## src/rtl/debug_step_ctrl.sv

```systemverilog
// Debounced step/run keys driving a one-cycle CPU clock-enable pulse, with
// single-step, free-run, burst and run-to-breakpoint modes.
module debug_step_ctrl #(
  parameter int DEBOUNCE_CYCLES = 500000,
  parameter int RATE_W          = 26,
  parameter int STEP_W          = 8,
  parameter int PC_W            = 7
) (
  input  logic              clk_i,
  input  logic              rst_i,
  input  logic              step_btn_i,
  input  logic              run_btn_i,
  input  logic [1:0]        mode_i,
  input  logic [RATE_W-1:0] rate_div_i,
  input  logic [STEP_W-1:0] step_count_i,
  input  logic [PC_W-1:0]   pc_i,
  input  logic [PC_W-1:0]   brk_pc_i,
  output logic              cpu_en_o,
  output logic              running_o,
  output logic [STEP_W-1:0] steps_done_o,
  output logic              brk_hit_o
);

  localparam int                DB_W      = (DEBOUNCE_CYCLES > 1) ? $clog2(DEBOUNCE_CYCLES) : 1;
  localparam logic [DB_W-1:0]   DB_LAST   = DB_W'(DEBOUNCE_CYCLES - 1);
  localparam logic [DB_W-1:0]   DB_ZERO   = {DB_W{1'b0}};
  localparam logic [DB_W-1:0]   DB_ONE    = DB_W'(1);
  localparam logic [RATE_W-1:0] RATE_ZERO = {RATE_W{1'b0}};
  localparam logic [RATE_W-1:0] RATE_ONE  = RATE_W'(1);
  localparam logic [STEP_W-1:0] STEP_ZERO = {STEP_W{1'b0}};
  localparam logic [STEP_W-1:0] STEP_ONE  = STEP_W'(1);
  localparam logic [STEP_W-1:0] STEP_MAX  = {STEP_W{1'b1}};

  localparam logic [1:0] MODE_SINGLE = 2'b00;
  localparam logic [1:0] MODE_BURST  = 2'b10;
  localparam logic [1:0] MODE_BRK    = 2'b11;

  logic [1:0] raw_s;
  logic [1:0] press_s;

  assign raw_s = {run_btn_i, step_btn_i};

  // Index 0 is the step key, index 1 the run key.
  for (genvar b = 0; b < 2; b++) begin : g_btn
    logic            sync1_q;
    logic            sync2_q;
    logic            level_q;
    logic            level_dly_q;
    logic            press_q;
    logic [DB_W-1:0] db_cnt_q;

    always_ff @(posedge clk_i or posedge rst_i) begin
      if (rst_i) begin
        sync1_q     <= 1'b0;
        sync2_q     <= 1'b0;
        level_q     <= 1'b0;
        level_dly_q <= 1'b0;
        press_q     <= 1'b0;
        db_cnt_q    <= DB_ZERO;
      end else begin
        sync1_q     <= raw_s[b];
        sync2_q     <= sync1_q;
        level_dly_q <= level_q;
        press_q     <= level_q & ~level_dly_q;
        if (sync2_q == level_q) begin
          db_cnt_q <= DB_ZERO;
        end else if (db_cnt_q == DB_LAST) begin
          level_q  <= sync2_q;
          db_cnt_q <= DB_ZERO;
        end else begin
          db_cnt_q <= db_cnt_q + DB_ONE;
        end
      end
    end

    assign press_s[b] = press_q;
  end

  typedef enum logic [0:0] {
    S_HALT = 1'b0,
    S_RUN  = 1'b1
  } state_e;

  state_e            state_q;
  logic [1:0]        mode_q;
  logic [STEP_W-1:0] count_q;
  logic [STEP_W-1:0] steps_q;
  logic [RATE_W-1:0] rate_cnt_q;
  logic              first_q;
  logic              cpu_en_q;
  logic              running_q;
  logic              brk_hit_q;

  logic [RATE_W-1:0] rate_last_s;
  logic              wrap_s;
  logic              tick_s;
  logic              step_s;
  logic              run_s;

  assign step_s = press_s[0];
  assign run_s  = press_s[1];

  // >= rather than == so a live RateDiv reduction cannot strand the counter
  // above the new limit; the extra qualifier keeps CpuEn off on back-to-back cycles.
  always_comb begin
    rate_last_s = RATE_ZERO;
    if (rate_div_i != RATE_ZERO) begin
      rate_last_s = rate_div_i - RATE_ONE;
    end else begin
      rate_last_s = RATE_ZERO;
    end
    wrap_s = (rate_cnt_q >= rate_last_s);
    tick_s = wrap_s & ~cpu_en_q;
  end

  always_ff @(posedge clk_i or posedge rst_i) begin
    if (rst_i) begin
      state_q    <= S_HALT;
      mode_q     <= MODE_SINGLE;
      count_q    <= STEP_ZERO;
      steps_q    <= STEP_ZERO;
      rate_cnt_q <= RATE_ZERO;
      first_q    <= 1'b0;
      cpu_en_q   <= 1'b0;
      running_q  <= 1'b0;
      brk_hit_q  <= 1'b0;
    end else begin
      cpu_en_q <= 1'b0;
      case (state_q)
        S_HALT: begin
          if (run_s && (mode_i != MODE_SINGLE)) begin
            state_q    <= S_RUN;
            running_q  <= 1'b1;
            mode_q     <= mode_i;
            count_q    <= step_count_i;
            steps_q    <= STEP_ZERO;
            brk_hit_q  <= 1'b0;
            rate_cnt_q <= RATE_ZERO;
            first_q    <= 1'b1;
          end else if (step_s && !run_s) begin
            cpu_en_q  <= 1'b1;
            brk_hit_q <= 1'b0;
          end
        end
        S_RUN: begin
          rate_cnt_q <= wrap_s ? RATE_ZERO : (rate_cnt_q + RATE_ONE);
          if (run_s) begin
            state_q   <= S_HALT;
            running_q <= 1'b0;
          end else if ((mode_q == MODE_BURST) && (count_q != STEP_ZERO) && (steps_q == count_q)) begin
            state_q   <= S_HALT;
            running_q <= 1'b0;
          end else if (tick_s) begin
            if ((mode_q == MODE_BURST) && (count_q == STEP_ZERO)) begin
              state_q   <= S_HALT;
              running_q <= 1'b0;
            end else if ((mode_q == MODE_BRK) && !first_q && (pc_i == brk_pc_i)) begin
              state_q   <= S_HALT;
              running_q <= 1'b0;
              brk_hit_q <= 1'b1;
            end else begin
              cpu_en_q <= 1'b1;
              first_q  <= 1'b0;
              if (steps_q != STEP_MAX) begin
                steps_q <= steps_q + STEP_ONE;
              end
            end
          end
        end
        default: begin
          state_q   <= S_HALT;
          running_q <= 1'b0;
        end
      endcase
    end
  end

  assign cpu_en_o     = cpu_en_q;
  assign running_o    = running_q;
  assign steps_done_o = steps_q;
  assign brk_hit_o    = brk_hit_q;

endmodule

```

## config.mk

```make
export PLATFORM = sky130hd
export DESIGN_NAME = debug_step_ctrl
export DESIGN_NICKNAME = d
export VERILOG_FILES = /design/src/rtl/debug_step_ctrl.sv
export SDC_FILE = /design/constraint.sdc
export NUM_CORES = 1
export LEC_CHECK = 0
export BUFFER_PORTS_ARGS = -buffer_cell sky130_fd_sc_hd__clkbuf_2
export CAP_MARGIN = 25
export CELL_PAD_IN_SITES_DETAIL_PLACEMENT = 0
export CELL_PAD_IN_SITES_GLOBAL_PLACEMENT = 1
export CORE_ASPECT_RATIO = 0.8
export CORE_MARGIN = 5
export CORE_UTILIZATION = 30
export CTS_CLUSTER_DIAMETER = 60
export CTS_CLUSTER_SIZE = 20
export DETAILED_ROUTE_END_ITERATION = 8
export GPL_TIMING_DRIVEN = 0
export PLACE_DENSITY = 0.57
export SLEW_MARGIN = 20
export SYNTH_ARGS = -nofsm -noshare
export SYNTH_HDL_FRONTEND = slang
export SYNTH_SLANG_ARGS = --single-unit
```

## constraint.sdc

```tcl
create_clock -name clk_i -period 4.25 [get_ports clk_i]
set_input_delay 1.275 -clock clk_i [delete_from_list [all_inputs] [get_ports clk_i]]
set_output_delay 1.275 -clock clk_i [all_outputs]
set_load 0.005 [all_outputs]
```

## Yosys cells after proc, flatten, opt, wreduce, memory -nomap -nowiden

Index checks and enable logic that the tools add are counted.

| word-level totals | value |
|---|---|
| output and inout bits | 11 |
| register bits | 97 |
| input bits | 54 |
| word-level logic and storage cells | 126 |

| cells by class | value |
|---|---|
| eq/ne operators | 20 |
| bitwise gates (word level) | 9 |
| order comparisons | 1 |
| muxes and demuxes | 50 |
| $add $sub $neg | 5 |
| reduce and logical (&&, ||, !) cells | 20 |

Operators with widths:

| kind | number |
|---|---|
| $mux 26 | 3 |
| $mux 19 | 4 |
| $mux 8 | 7 |
| $pmux 26 s2 | 1 |
| $add 19x1->19 const B | 2 |
| $eq 19x19->1 const B | 2 |
| $mux 1 | 29 |
| $add 26x1->26 const B | 1 |
| $ge 26x26->1 | 1 |
| $reduce_bool 26->1 | 1 |
| $sub 26x1->26 const B | 1 |
| $pmux 8 s2 | 1 |
| $reduce_and 6->1 | 2 |
| $ne 2x2->1 const B | 5 |
| $pmux 1 s2 | 5 |
| $add 8x1->8 const B | 1 |
| $eq 8x8->1 | 1 |
| $logic_not 8->1 | 1 |
| $ne 8x8->1 const B | 1 |
| $reduce_bool 8->1 | 1 |
| $eq 7x7->1 | 1 |
| $logic_and 1x1->1 | 7 |
| $reduce_and 7->1 | 1 |
| $ne 2x1->1 const B | 3 |
| other kinds (11) | 23 |

## Depth between registers and ports, before layout

| depth | value |
|---|---|
| word-level depth | 9 |
| gate-level depth with buffers | 19 |
| gate-level depth less buffers | 16 |

## Worst setup path before layout

OpenSTA, ideal clock, no wires.

| timing path | value |
|---|---|
| kind | input to register |
| start | input rate_div_i[15] |
| end | register rate_cnt_q[11] |
| path slack | -213 ps |
| library setup time | 79 ps |
| stages | 16 |
| path buffers | 3 |
| data required time | 4,171 ps |
| data arrival time | 4,384 ps |
| cell sequence | or4_4 nor2_4 nand3_4 or3_1 buf_6 buf_6 nand2_1 ha_1 nand4_2 nor4_2 a221oi_1 o21ai_2 or2_1 buf_4 or3_1 mux2i_1 |

| on the way | value |
|---|---|
| longest elaborated chain between the ends | 5 |
| elaborated cells between the ends (all ways) | 6 |
| classes of those cells | add/sub: 1; order compare: 1; mux: 3; reduce/logical: 1 |

RTL lines:

| element | RTL line | text |
|---|---|---|
| start, declared | 14 | `input logic [RATE_W-1:0] rate_div_i,` |
| $sub 26x1->26 / $reduce_bool 26->1 (equally long branches) | 108, 107 |  |
| $mux 26 (*) | 107 | `if (rate_div_i != RATE_ZERO) begin` |
| $ge 26x26->1 (*) | 112 | `wrap_s = (rate_cnt_q >= rate_last_s);` |
| $mux 26 (*) | 146 | `rate_cnt_q <= wrap_s ? RATE_ZERO : (rate_cnt_q + RATE_ONE);` |
| $pmux 26 s2 (*) | 129 | `case (state_q)` |
| end signal, assigned | 146 |  |
| end, declared | 88 | `logic [RATE_W-1:0] rate_cnt_q;` |

Every way passes the cells marked *; elsewhere a longest branch is shown, timed or not.
A chain may end at the register's enable or synchronous reset.

## Final worst setup path

| timing path | value |
|---|---|
| start | input rate_div_i[21] |
| end | register rate_cnt_q[20] |

The elaborated chain is that of the path after synthesis.

==> metrics.txt <==
clock skew=between 0.009 and 0.01 ns; CTS Root Cell=clkbuf_16; status=finished with violations; fin. max-slew vios=0; EDFF count, synth=0; mapped cell area=roughly 6000 um^2; Seq cells post-synth=97; row count=46; hold-fix buffers at CTS=0; area delta synth->final=30.84%; failing checks=setup timing; Worst-Skew Late Latency=about 0.33 ns; Initial Utilization=a little under a third; Initial DRC Count=slightly above 200; worst path arrival time=approximately 4.6 ns; minimum clock period=between 4 and 5 ns; Hold Startpoint=g_btn[1].sync1_q; number of remaining DRC errors=0; CP Max Fanout=7; Synth Net Count=approximately 760; CTS tree=yes; FFs w/ async S/R, synth=100.0%; Worst Path Required=approximately 4.5 ns; count of cell types in the netlist=a little over 60; vias in the first global route=between 5k and 6k; CTS buffer count=9; WL final=~15 mm; Power Density=between 200 and 250 nW/um^2; Nets=867; register area share after synthesis=between 40% and 50%; # H-tree levels=3; # diodes=0; Clk pin slew, worst setup/hold paths=roughly 0.07 ns; CP Launch Type=primary input; Final ANT Viol Nets=0; Avg Inst Size Synth=between 8 and 9 um^2; commonest non-fill, non-tap cells in the layout=98 x nand2_1, 97 x dfrtp_1, 77 x nor2_1; Die Wd=~170 um; count of final setup violators=27; YS warnings=0; setup TNS=-1.904 ns; Cells after Synth=roughly 680; max-cap violation count=0; worst hold stages=0; PortBufs=64; ys flop type=dfrtp_1; Worst Setup End Kind=flop; Chip Height=136.5 um; P_leak=3.511 nW; Max Freq=between 0.2 and 0.25 GHz; VDD IR max=0.2337 mV; layout cells sized above 1=26.84%; DR vias/cell=4.905; largest net degree at the start of global routing=75; Via Count=between 5k and 6k; worst reg2reg endpoint=rate_cnt_q[24]; GR Util All Layers=between 10% and 20%; wire length per cell=roughly 15 um; Clock Sinks=a little under 100; unrepaired setup endpoints after global routing=yes; GP Congestion=~0.75; Final HPWL DP=11.05 mm; GR Overflow Total=0; die area=~23000 um^2; critical path class=primary input to flop; Top Ports=between 60 and 70; worst r2r path cells=9; RR Startpoint=rate_cnt_q[0]; HP Class=flop to flop; Least-Margin Pin Slew=0.6219 ns; non-filler cells, final=between 1k and 1.5k; Pwr Total=roughly 1.9 mW; fin crit share=102.9%; headroom to the max-slew limit=about three fifths; Bufs on Longest Clock Path=2; Hold Crit Endpoint=g_btn[1].sync2_q; first-pass GRT wire length=25.73 mm; setup ws final=-0.1215 ns; commonest non-fill, non-tap cell in the layout=nand2_1; initial antenna violation count=0; Final Hold Viols=0; 1st-pass router iterations=4; flop-to-flop setup slack=1.77 ns; Core Region=about 20000 um^2; Placed Cells=a little over 1k
[registers in the layout, indices dropped and copies added (netlist names)]
| name | flops |
|---|---|
| brk_hit_o | 1 |
| count_q | 8 |
| cpu_en_o | 1 |
| first_q | 1 |
| g_btn.db_cnt_q | 38 |
| g_btn.level_dly_q | 2 |
| g_btn.level_q | 2 |
| g_btn.press_q | 2 |
| g_btn.sync1_q | 2 |
| g_btn.sync2_q | 2 |
| mode_q | 2 |
| rate_cnt_q | 26 |
| running_o | 1 |
| state_q | 1 |
| steps_done_o | 8 |
[how the worst max path moves through the flow]
stage	startpoint	slack [ns]	to
finish	rate_div_i[21]	-0.12	rate_cnt_q[20]
global route	rate_div_i[21]	-0.23	rate_cnt_q[15]
CTS	rate_div_i[17]	-0.09	rate_cnt_q[24]
detailed placement	rate_div_i[2]	-0.94	rate_cnt_q[20]
global placement	rate_div_i[2]	-0.94	rate_cnt_q[20]
floorplan	rate_div_i[18]	-0.18	rate_cnt_q[9]
[where the power goes]
group | switching, mW | internal [mW] | total (mW)
logic | 0.0862 | 0.0723 | 0.158
registers | 0.00526 | 0.929 | 0.935
clock network | 0.342 | 0.468 | 0.810
[cells in the mapped netlist, drive strengths merged (2+ instances only)]
master / instances / share of area, %
xor2: 47 / 6.9
clkbuf: 8 / 0.50
a21oi: 24 / 2.0
or2: 5 / 0.52
nand2b: 7 / 0.73
a21o: 5 / 0.63
and2: 5 / 0.52
a31oi: 10 / 1.0
inv: 21 / 1.3
a41oi: 4 / 0.58
nand3: 39 / 3.5
and3: 12 / 1.3
buf: 10 / 1.2
or3: 10 / 1.2
and4: 2 / 0.29
nor3: 22 / 2.2
nand2: 117 / 7.5
or4: 2 / 0.31
mux2i: 8 / 1.3
o21ai: 20 / 1.7
o21a: 5 / 0.63
a22o: 2 / 0.29
nor2: 83 / 5.5
xnor2: 27 / 3.9
nand3b: 3 / 0.44
nor4: 13 / 1.5
a2111oi: 2 / 0.29
a221o: 2 / 0.33
nand4: 12 / 1.4
mux2: 4 / 0.75
nor4b: 3 / 0.54
nor2b: 2 / 0.21
dfrtp: 97 / 40
o31a: 3 / 0.44
ha: 31 / 6.5
[timing repair]
action | in CTS | in global routing
pin swaps | 34 | 34
cloned | 5 | 1
setup endpoints to repair | 39 | 37
gates resized for setup | 65 | 39
buffers inserted | 16 | 8
[area by class of cell]
cell class | count | area, um^2
Fill cell | 1981 | 11890
Multi-Input combinational cell | 542 | 3856
Sequential cell | 97 | 2427
Timing Repair Buffer | 94 | 706.9
Tap cell | 264 | 330.3
Clock buffer | 10 | 239.0
Buffer | 17 | 150.1
Inverter | 21 | 83.83
Clock inverter | 5 | 56.30
[worst max-delay path, cell delays in order]
cell	delay (ns)
buf_8	0.09
or4_4	0.53
or2_4	0.25
or3_4	0.44
buf_6	0.16
buf_16	0.13
nand2_2	0.07
ha_4	0.20
a21oi_2	0.12
o211a_1	0.18
o221ai_2	0.10
and4_4	0.24
nor3_4	0.25
buf_6	0.22
buf_8	0.14
a21oi_2	0.05
a31oi_1	0.15
[metrics by stage]
step                setup WS [ns]  utilization, %  hold WS, ns  cell area (um^2)
global route              -0.2307           39.76       0.3766              7850
finish                    -0.1215           39.76       0.3554              7850
floorplan                 -0.1849               -       0.3312              6165
global placement          -0.9411           34.52       0.3358              6815
CTS                      -0.09494           38.81       0.3554              7662
detailed placement        -0.9448           34.69       0.3394              6848
[metal layers]
layer | vias to the layer above | wire length [um] | global-route usage, %
li1 | 2566 | - | -
met1 | 2484 | 7606 | 18.68
met2 | 85 | 7119 | 22.61
met3 | 15 | 469 | 2.500
met4 | 0 | 133 | 2.434
met5 | - | 0 | 0
[logic make-up (layout without fill, tap and decap cells)]
logic type	count (synthesis)	after routing	share of synthesized area, %
multiplexers	12	12	2.086
XOR/XNOR	74	74	10.80
buffers and inverters	39	147	3.003
adder cells (fa/ha/maj)	31	31	6.465
flip-flops	97	97	40.46
AND/OR/NAND/NOR	339	339	27.82
AO/OA/AOI/OAI	86	86	9.365
Note: power is estimated with default switching activity, not from simulation.
